--- src/rtl/count_bcd_converter.sv ---
// ---------------------------------------------------------------------------
// count_bcd_converter
//
// Sequential binary-to-BCD converter (shift-and-add-3 / double-dabble).
// Converts the 8-bit counter value into three BCD digits for the display
// stage, one shift per clock, eight shifts per conversion.
//
// Parameters:
//   AUTO     : 1 = start a new conversion from IDLE every cycle (start
//              ignored); 0 = convert only on start.
//
// Ports:
//   clk      : clock, rising edge.
//   reset    : asynchronous active-low reset.
//   bin      : 8-bit binary value, captured on the accepting edge only.
//   start    : conversion request, sampled in IDLE only.
//   busy     : high while shifting.
//   done     : one-cycle pulse when new digits are valid.
//   hundreds : BCD hundreds digit (0..2).
//   tens     : BCD tens digit (0..9).
//   ones     : BCD ones digit (0..9).
// ---------------------------------------------------------------------------
module count_bcd_converter #(
  parameter bit AUTO = 1'b0
) (
  input  logic       clk,
  input  logic       reset,
  input  logic [7:0] bin,
  input  logic       start,
  output logic       busy,
  output logic       done,
  output logic [3:0] hundreds,
  output logic [3:0] tens,
  output logic [3:0] ones
);

  typedef enum logic {
    IDLE  = 1'b0,
    SHIFT = 1'b1
  } state_t;

  state_t      state;
  state_t      state_d;

  logic [7:0]  sr;       // binary bits still to be shifted in
  logic [11:0] acc;      // BCD scratch, three nibbles
  logic [2:0]  cnt;      // shifts completed so far

  logic        accept;   // IDLE edge that launches a conversion
  logic        last;     // SHIFT edge that performs the eighth shift
  logic [11:0] acc_adj;  // acc after per-nibble add-3 correction
  logic [19:0] shifted;  // {acc_adj, sr} shifted left by one

  // Add 3 to a nibble that would overflow past 9 once doubled.
  function automatic logic [3:0] add3(input logic [3:0] n);
    return (n >= 4'd5) ? n + 4'd3 : n;
  endfunction

  // Correction then shift, all on the current register contents.
  always_comb begin
    acc_adj = {add3(acc[11:8]), add3(acc[7:4]), add3(acc[3:0])};
    shifted = {acc_adj, sr} << 1;
  end

  // Next-state logic.
  // NOTE: every signal driven here gets a default first, so no path
  // through the case leaves one unassigned and infers a latch.
  always_comb begin
    state_d = state;
    accept  = 1'b0;
    last    = 1'b0;
    unique case (state)
      IDLE: begin
        if (AUTO || start) begin
          accept  = 1'b1;
          state_d = SHIFT;
        end
      end
      SHIFT: begin
        if (cnt == 3'd7) begin
          last    = 1'b1;
          state_d = IDLE;
        end
      end
      default: state_d = IDLE;
    endcase
  end

  // NOTE: sequential state uses non-blocking assignments so every flop
  // samples pre-edge values regardless of statement order.
  always_ff @(posedge clk or negedge reset) begin
    if (!reset) state <= IDLE;
    else        state <= state_d;
  end

  // Datapath and registered outputs.
  always_ff @(posedge clk or negedge reset) begin
    if (!reset) begin
      sr       <= '0;
      acc      <= '0;
      cnt      <= '0;
      done     <= 1'b0;
      hundreds <= '0;
      tens     <= '0;
      ones     <= '0;
    end else begin
      done <= 1'b0;  // pulse: only the completion edge raises it
      if (accept) begin
        sr  <= bin;
        acc <= '0;
        cnt <= '0;
      end else if (state == SHIFT) begin
        sr  <= shifted[7:0];
        acc <= shifted[19:8];
        cnt <= cnt + 3'd1;
        if (last) begin
          // Take the digits straight from the final shift so they are
          // valid on the same edge that ends the conversion.
          hundreds <= shifted[19:16];
          tens     <= shifted[15:12];
          ones     <= shifted[11:8];
          done     <= 1'b1;
        end
      end
    end
  end

  assign busy = (state == SHIFT);

endmodule

--- config.mk ---
export PLATFORM = sky130hd
export DESIGN_NAME = count_bcd_converter
export DESIGN_NICKNAME = d
export VERILOG_FILES = /design/src/rtl/count_bcd_converter.sv
export SDC_FILE = /design/constraint.sdc
export NUM_CORES = 1
export LEC_CHECK = 0
export BUFFER_PORTS_ARGS = -buffer_cell sky130_fd_sc_hd__buf_2
export CORE_ASPECT_RATIO = 1.2
export CORE_UTILIZATION = 55
export DETAILED_ROUTE_END_ITERATION = 7
export PLACE_DENSITY = 0.78
export SYNTH_ARGS = -nofsm -noshare
export SYNTH_HDL_FRONTEND = slang
export SYNTH_SLANG_ARGS = --single-unit
--- constraint.sdc ---
create_clock -name clk -period 2.19 [get_ports clk]
set_clock_uncertainty 0.1 [all_clocks]
set_input_delay 0.1095 -clock clk [delete_from_list [all_inputs] [get_ports clk]]
set_output_delay 0.1095 -clock clk [all_outputs]
set_load 0.02 [all_outputs]
==> summary.md <==
| Metric | Value |
|---|---|
| Status | `complete, no violations` |
| # nets final | `247` |
| Mux cell area share after synthesis | `6.13%` |
| Grt total ovfl | `0` |
| # setup viols final | `0` |
| WL per Instance | `14.5 um` |
| TritonCTS clock tree | `done` |
| Longest Clk Path Bufs | `2` |
| Vias in the first global route | `1523` |
| Routed vias | `1582` |
| Area of the mapped netlist | `0.00196 mm^2` |
| Final ANT Viol Nets | `0` |
| Clk_lat worst skew | `0.29 ns` |
| H-tree depth reported by CTS | `2` |
| # clock sinks | `37` |
| TNS Setup | `0 ns` |
| Commonest non-fill, non-tap cells in the layout | `dfrtp_1, nand2_1, buf_2` |
| Post-CTS Repair Setup Buffers | `0` |
| Main combinational cell family by area after synthesis | `simple AND/OR/NAND/NOR gates` |
| CTS Buf Count | `5` |
| Worst EP arrival | `1.76 ns` |
| Post-Synth Adder-Cell Area | `5.11%` |
| Total GRT Usage | `23.0%` |
| Number of distinct library cells after synthesis | `33` |
| VDD IR max | `0.939 mV` |
| Synth Register Bits | `37` |
| Final hold violations | `0` |
| Synth warnings | `0` |
| R2R Setup Slk | `0.51 ns` |
| XOR/XNOR Fraction of Synth Area | `0%` |
| CP Cell Sequence | `ha_1, ha_1, nand2_4, inv_2, mux2i_1, nand3_1` |
| Row count | `23` |
| CP Max Fanout | `18` |
| Pleak | `1.02 nW` |
| Largest net degree at the start of global routing | `38` |
| Slew @ Worst Pin | `0.790 ns` |
| Setup repair after global routing missed its margin | `false` |
| Net count after synthesis | `225` |
| CP endpoint kind | `flip-flop` |
| Post-Syn Instances | `206` |
| Initial Utilization | `58.2%` |
| CP delay by family, top | `flip-flops` |
| Mean post-synth cell area | `9.51 um^2` |
| Crit path buf inv count | `1` |
| Share of cells above drive strength 1 | `15.7%` |
| GPL Wtd Cong | `0.842` |
| Element type at the critical path start | `flip-flop` |
| Hold slack | `0.00923 ns` |
| I/O pin cnt | `25` |
| DP Wirelength | `2.54 mm` |
| # DRC | `0` |
| Worst path most repeated cell | `ha_1` |
| Die area | `0.00381 mm^2` |
| Clk slew on worst S/H paths | `0.07 ns` |
| ANT cells | `0` |
| Compound-Gate Fraction of Synth Area | `16.5%` |
| Number of max-cap violations | `0` |
| DR pass1 iterations | `4` |
| Slowest CP cell | `dfrtp_1` |
| Initial DRC count | `47` |
| Max-slew violation count | `0` |
| Via density | `5.95` |
| Simple-gate share of the synthesized area | `18.9%` |
| Die Span Y | `67.4 um` |
| Fillers | `293` |
| Commonest non-fill, non-tap cell in the layout | `dfrtp_1` |
| PortBufs | `24` |
| Core footprint | `0.00337 mm^2` |
| Seq/Total Area, Yosys | `47.3%` |
| Root Buffer | `clkbuf_8` |
| Worst Path Required | `2.27 ns` |
| Fin util | `65.6%` |
| Slew Limit Headroom | `47.3%` |
| Worst Hold Class | `primary input to flip-flop` |
| Antenna violations before repair | `0` |
| First-pass GRT wire length | `6.69 mm` |
| Crit path largest cell delay | `0.37 ns` |
| Final WL | `3.85 mm` |
| Die width | `56.5 um` |
| Final Critical Period | `1.68 ns` |
| Synth-to-Final Area Change | `12.6%` |
| Crit Path Category | `flip-flop to flip-flop` |
| Fin crit share | `76.9%` |
| P per Cell Area | `1560 mW/mm^2` |
| Fmax | `0.594 GHz` |
[worst paths after layout]
check,from,endpoint,cells after the start
min in group asynchronous,reset,ones[2],2
max in group asynchronous,reset,sr[1],2
setup / recovery,cnt[0],hundreds[1],6
hold reg to reg,hundreds[0],hundreds[0],2
setup reg to reg,cnt[0],hundreds[1],6
hold / removal,bin[6],sr[6],3
[metal layers]
metal	global-route usage, %	wire, um
met5	0	0
met3	4.21	119
met4	12.5	81
met2	40.1	1890
met1	27.0	1760
[Yosys cell counts (all sizes together)]
| master | instances | share of area, % |
|---|---|---|
| a311o | 2 | 1.0 |
| a2bb2oi | 1 | 0.45 |
| nand2 | 27 | 5.6 |
| ha | 8 | 5.1 |
| a211o | 6 | 2.7 |
| clkbuf | 4 | 0.77 |
| nor2 | 11 | 2.1 |
| a22o | 2 | 0.89 |
| nor3 | 2 | 0.51 |
| inv | 13 | 2.5 |
| a31oi | 4 | 1.3 |
| or4 | 2 | 0.77 |
| nand2b | 6 | 1.9 |
| nor3b | 3 | 1.1 |
| a211oi | 2 | 0.77 |
| dfrtp | 37 | 47 |
| a21oi | 7 | 1.8 |
| nor2b | 6 | 1.9 |
| mux2i | 12 | 6.1 |
| nand4 | 4 | 1.3 |
| o221ai | 1 | 0.45 |
| o311ai | 2 | 0.89 |
| o22ai | 3 | 0.96 |
| nand3 | 12 | 3.1 |
| nor4 | 2 | 0.64 |
| o31ai | 5 | 1.9 |
| o21ai | 12 | 3.1 |
| o211ai | 1 | 0.38 |
| buf | 9 | 2.8 |
[sequential cells by signal, summed over array words and instances, names as in the netlist]
register / flops
cnt: 3
ones: 4
hundreds: 4
done: 1
tens: 4
busy: 1
sr: 8
acc: 12
[kinds of logic after synthesis]
| family | Yosys count |
|---|---|
| mux | 12 |
| buf+inv | 26 |
| flops | 37 |
| fa+ha+maj | 8 |
| simple gates | 75 |
| compound gates | 48 |
[final cells by class]
class | instances | area (um^2) | share of cell area [%]
Clock buffer | 7 | 96.3 | 4.37
Inverter | 13 | 48.8 | 2.21
Tap cell | 37 | 46.3 | 2.10
Timing Repair Buffer | 28 | 170 | 7.71
Sequential cell | 37 | 926 | 42.0
Multi-Input combinational cell | 143 | 915 | 41.4
Clock inverter | 1 | 5.00 | 0.227
[power breakdown]
| part | leakage (nW) | internal [mW] | switching [mW] | total [mW] |
|---|---|---|---|---|
| clock | 0.0542 | 0.284 | 0.240 | 0.524 |
| sequential | 0.462 | 0.999 | 0.319 | 1.32 |
| combinational | 0.502 | 0.655 | 0.943 | 1.60 |
| total | 1.02 | 1.94 | 1.50 | 3.44 |
[metrics by stage]
| step | area (um^2) | instances | setup slack [ns] | total power [mW] |
|---|---|---|---|---|
| detailed placement | 2080 | 255 | 0.500 | 2.91 |
| CTS | 2210 | 266 | 0.503 | 3.46 |
| global route | 2210 | 266 | 0.384 | 3.73 |
| global placement | 2080 | 255 | 0.535 | 2.87 |
| finish | 2210 | 266 | 0.506 | 3.44 |
| floorplan | 1960 | 206 | 0.702 | 2.52 |
[timing repair]
| action | in CTS | in global routing |
|---|---|---|
| setup endpoints to repair | 0 | 0 |
| hold buffers | 3 | 0 |
| hold endpoints to repair | 39 | 0 |
| gates resized for setup | 0 | 0 |
[tightest hold or removal path, delay by kind of cell]
kind / cells / cell delay, ns
AOI/OAI and AO/OA: 1 / 0.13
muxes: 1 / 0.05
buffers and inverters: 1 / 0.07
(Power assumes the default switching activity.)
